**src/rtl/uart_tx_arbiter.sv**
```systemverilog
// Round-robin owner of the shared uart_tx: one requester holds the
// transmitter for a whole packet, with forced release on an idle owner.
module uart_tx_arbiter #(
  parameter int NREQ         = 4,
  parameter int IDLE_TIMEOUT = 1024
) (
  input  logic              iClk,
  input  logic              iRst,
  input  logic [NREQ-1:0]   iReqValid,
  input  logic [NREQ*8-1:0] iReqByte,
  input  logic [NREQ-1:0]   iReqLast,
  output logic [NREQ-1:0]   oReqReady,
  output logic [NREQ-1:0]   oGrant,
  output logic              oTxStart,
  output logic [7:0]        oTxByte,
  input  logic              iTxBusy,
  input  logic              iTxDone,
  output logic              oIdle
);

  localparam int IDXW = $clog2(NREQ);
  localparam int CNTW = $clog2(IDLE_TIMEOUT + 1);

  localparam logic [1:0] S_ARB  = 2'd0;
  localparam logic [1:0] S_SEND = 2'd1;
  localparam logic [1:0] S_WAIT = 2'd2;

  localparam logic [CNTW-1:0] CNT_MAX = CNTW'(IDLE_TIMEOUT);
  localparam logic [NREQ-1:0] ONE     = NREQ'(1);

  logic [1:0]      rState, nState;
  logic [IDXW-1:0] rLast, nLast;
  logic [IDXW-1:0] rOwner, nOwner;
  logic [CNTW-1:0] rCnt, nCnt;
  logic            rLastFlag, nLastFlag;
  logic [NREQ-1:0] nGrant, nReady;
  logic            nStart, nIdle;
  logic [7:0]      nByte;

  logic            found;
  logic [IDXW-1:0] pick, idx;
  logic [7:0]      ownByte;

  assign ownByte = iReqByte[{rOwner, 3'b000} +: 8];

  // first valid requester strictly after rLast, wrapping modulo NREQ
  always_comb begin
    found = 1'b0;
    pick  = '0;
    idx   = '0;
    for (int i = 1; i <= NREQ; i++) begin
      idx = IDXW'((int'(rLast) + i) % NREQ);
      if (!found && iReqValid[idx]) begin
        found = 1'b1;
        pick  = idx;
      end
    end
  end

  always_comb begin
    nState    = rState;
    nLast     = rLast;
    nOwner    = rOwner;
    nCnt      = rCnt;
    nLastFlag = rLastFlag;
    nGrant    = oGrant;
    nReady    = '0;
    nStart    = 1'b0;
    nByte     = oTxByte;
    case (rState)
      S_ARB: begin
        nGrant = '0;
        if (found) begin
          nGrant = ONE << pick;
          nOwner = pick;
          nCnt   = '0;
          nState = S_SEND;
        end
      end
      S_SEND: begin
        if (iReqValid[rOwner] && !iTxBusy) begin
          nStart         = 1'b1;
          nByte          = ownByte;
          nReady[rOwner] = 1'b1;
          nLastFlag      = iReqLast[rOwner];
          nCnt           = '0;
          nState         = S_WAIT;
        end else if (!iReqValid[rOwner]) begin
          if (rCnt != CNT_MAX) nCnt = rCnt + 1'b1;
          if (nCnt == CNT_MAX) begin
            nGrant = '0;
            nLast  = rOwner;
            nState = S_ARB;
          end
        end
      end
      S_WAIT: begin
        if (iTxDone) begin
          if (rLastFlag) begin
            nGrant = '0;
            nLast  = rOwner;
            nState = S_ARB;
          end else begin
            nState = S_SEND;
          end
        end
      end
      default: begin
        nGrant = '0;
        nState = S_ARB;
      end
    endcase
    nIdle = (nState == S_ARB) && (nGrant == '0);
  end

  always_ff @(posedge iClk) begin
    if (iRst) begin
      rState    <= S_ARB;
      rLast     <= IDXW'(NREQ - 1);
      rOwner    <= '0;
      rCnt      <= '0;
      rLastFlag <= 1'b0;
      oGrant    <= '0;
      oReqReady <= '0;
      oTxStart  <= 1'b0;
      oTxByte   <= '0;
      oIdle     <= 1'b1;
    end else begin
      rState    <= nState;
      rLast     <= nLast;
      rOwner    <= nOwner;
      rCnt      <= nCnt;
      rLastFlag <= nLastFlag;
      oGrant    <= nGrant;
      oReqReady <= nReady;
      oTxStart  <= nStart;
      oTxByte   <= nByte;
      oIdle     <= nIdle;
    end
  end

endmodule

```
**config.mk**
```make
export PLATFORM = sky130hd
export DESIGN_NAME = uart_tx_arbiter
export DESIGN_NICKNAME = d
export VERILOG_FILES = /design/src/rtl/uart_tx_arbiter.sv
export SDC_FILE = /design/constraint.sdc
export NUM_CORES = 1
export LEC_CHECK = 0
export BUFFER_PORTS_ARGS = -buffer_cell sky130_fd_sc_hd__buf_2
export CAP_MARGIN = 20
export CORE_ASPECT_RATIO = 1.5
export CORE_MARGIN = 2
export CORE_UTILIZATION = 35
export DETAILED_ROUTE_END_ITERATION = 7
export GPL_TIMING_DRIVEN = 0
export SYNTH_ARGS = -nofsm -noshare
export SYNTH_HDL_FRONTEND = slang
export SYNTH_SLANG_ARGS = --single-unit
```
**constraint.sdc**
```tcl
create_clock -name iClk -period 2.9 [get_ports iClk]
set_clock_uncertainty 0.2 [all_clocks]
set_input_delay 0.29 -clock iClk [delete_from_list [all_inputs] [get_ports iClk]]
set_output_delay 0.29 -clock iClk [all_outputs]
set_load 0.03 [all_outputs]
```
==> flow_summary.json <==
{
  "synth_nets": 292,
  "syn_area_mm2": 0.00209,
  "final-max-slew-violation-count": 0,
  "synth_edf_count": 0,
  "routedWlPerCell_um": 13.7,
  "tns_ps": 0,
  "timing.final.ws_setup_ps": 329,
  "cp.required_ps": 2920,
  "clock_path_buffers": 2,
  "critPathMaxFanout": 6,
  "post_cts_buffers": 0,
  "final_common_cell": "buf_2",
  "status": "completed",
  "antenna_found_initial": 0,
  "async_flop_share": 0,
  "leakage_nw": 1.04,
  "startpoint_type": "flip-flop",
  "cp_slowest_cell": "or4_1",
  "antenna_cells": 0,
  "fin_crit_sh": 0.887,
  "worstMarginPinSlew_ps": 748,
  "grt_pass1_vias": 1929,
  "hold_viol": 0,
  "finalSetupViolations": 0,
  "p_int_mw": 0.801,
  "p_comb_frac": 0.202,
  "critPathKind": "flip-flop to flip-flop",
  "drv_cap": 0,
  "grt-ovfl-total": 0,
  "port_buffers": 60,
  "ant_nets": 0,
  "viasPerCell": 5.24,
  "dieWidth_um": 67.1,
  "postLayoutCoreUtil": 0.445,
  "path_cells": "ha_1 -> nand2_1 -> nor2_1 -> xor2_1 -> or4_1 -> buf_2 -> o22a_4 -> mux2i_1",
  "area_delta_synth_final_pct": 23.2,
  "route.detailed.drc": 0,
  "grt_max_degree": 12,
  "gp_congestion": 0.785,
  "min_path_type": "input pin to flip-flop",
  "ir_drop_v": 0.000342,
  "cp.arrival_ps": 2590,
  "drt-initial-drc-count": 56,
  "synth_cell_types": 47,
  "clk_pin_slew_ps": 80,
  "start_util": 0.361,
  "preCtsSetupSlack_ps": 347,
  "pwr-share-clk": 0.334,
  "cts_resized": 0,
  "synthCells": 246,
  "placementRows": 34,
  "tritoncts": "built",
  "core_area_mm2": 0.00579,
  "dpl.hpwl_um": 4150,
  "dp_cells": 378,
  "seqPwrFrac": 0.464,
  "drive_above_1_share": 0.271,
  "max_freq_ghz": 0.389,
  "p_sw_frac": 0.290,
  "htreeDepth": 2,
  "die_y_um": 98.7,
  "die_area_mm2": 0.00662,
  "rsz0062_at_grt": "no",
  "switchingPower_mw": 0.328,
  "ys_seq_area_frac": 0.345,
  "numCtsBuffers": 5,
  "instances_no_fill": 386,
  "ys_seq_elements": 36,
  "worst_path_largest_cell_delay_ps": 480,
  "fin_nets": 359,
  "clock_tree.root_cell": "clkbuf_8",
  "grt_pass1_wl_um": 8870,
  "clkSinkCount": 36,
  "hold_buffers": 0,
  "totalWireLength_um": 5290,
  "ys.flop_type": "dfxtp_1",
  "period_needed_ps": 2570,
  "insertion_delay_ps": 290,
  "end_kind": "flip-flop",
  "syn_avg_cell_area_um2": 8.50,
  "firstDrtPassIters": 4,
  "num_vias": 2024,
  "grt_use_total": 0.173,
  "final_cell_mix": "buf_2 (62), dfxtp_1 (36), a21oi_1 (32)",
  "synth_warnings": 0,
  "maxSlewHeadroom": 0.498,
  "p_per_area_mw_per_mm2": 438,
  "ios": 62
}
area by class of cell:
cell class              instances  area, um2
clock inverters                 1       7.51
multi-input cells             189       1280
inverters                       5       18.8
repair buffers                 60        300
clock buffers                   7       86.3
fillers                       619       3210
well taps                      72       90.1
flip-flops and latches         36        721
plain buffers                  16       73.8
worst paths after layout:
check | start | endpoint | slack, ps | cells after the start
hold / removal | iTxBusy | oReqReady[1]$_SDFF_PP0_ | 150 | 4
setup reg to reg | rCnt[1]$_SDFFE_PP0P_ | rLast[0]$_SDFFE_PP1P_ | 330 | 8
setup / recovery | rCnt[1]$_SDFFE_PP0P_ | rLast[0]$_SDFFE_PP1P_ | 330 | 8
hold reg to reg | oTxByte[1]$_SDFFE_PP0P_ | oTxByte[1]$_SDFFE_PP0P_ | 250 | 2
cells in the mapped netlist, drive strengths merged, types with 2 or more instances:
master,n,area share
a21boi,2,0.0072
a21o,2,0.0072
a21oi,32,0.077
a31o,2,0.0084
a31oi,2,0.0060
and3,2,0.0060
and3b,2,0.0084
buf,4,0.014
clkbuf,12,0.022
dfxtp,36,0.34
ha,2,0.012
inv,5,0.0090
mux2i,5,0.024
mux4,10,0.11
nand2,28,0.050
nand2b,6,0.018
nand3,8,0.022
nand4,2,0.0060
nor2,29,0.052
nor2b,6,0.018
nor3,5,0.012
nor3b,2,0.0072
nor4,3,0.0090
nor4b,3,0.019
o211ai,5,0.018
o21ai,10,0.024
o21bai,2,0.0072
o22a,2,0.013
or3,2,0.0060
or4,3,0.011
xnor2,2,0.0084
flip-flops by register name (all words and copies together) (netlist names):
| name | count |
|---|---|
| rOwner | 2 |
| oGrant | 4 |
| rState | 2 |
| rLast | 2 |
| oReqReady | 4 |
| rCnt | 11 |
| oTxByte | 8 |
| oTxStart | 1 |
| rLastFlag | 1 |
| oIdle | 1 |
per-layer routing:
metal  wire, um  share of wire  vias up  track usage
li1           -              -     1030            -
met1       2150           0.41      938        0.202
met2       2830           0.53       48        0.305
met3        221          0.042        8       0.0365
met4         86          0.016        0       0.0597
met5          0              0        -            0
critical path: cells and delay by family (launching register included):
family                     cells  cell delay (ps)
AOI/OAI and AO/OA              1              230
xor gates and xnor gates       1              120
adders and majority gates      1              310
buffers and inverters          1              180
DFF                            1              440
muxes                          1              170
and+or+nand+nor                3              860
power by group through the flow:
stage                     Sequential (mW)  Clock (mW)  Combinational, mW
final                               0.524       0.377              0.227
after global routing                0.526       0.406              0.254
after CTS                           0.524       0.385              0.230
after detailed placement            0.535           0              0.230
after global placement              0.535           0              0.227
after floorplan                     0.556           0              0.131
cell families after synthesis:
kind of cell	count (synthesis)	share of synthesized area
simple gates	104	0.255
compound gates	64	0.187
flops	36	0.345
buf+inv	21	0.0443
mux	16	0.144
xor+xnor	3	0.0126
fa+ha+maj	2	0.0120
through the flow:
step	area [um2]	hold slack [ps]	total power [mW]
global route	2570	196	1.19
floorplan	2090	263	0.687
finish	2570	150	1.13
global placement	2480	240	0.763
detailed placement	2480	245	0.765
CTS	2570	148	1.14
(Power assumes the default switching activity.)
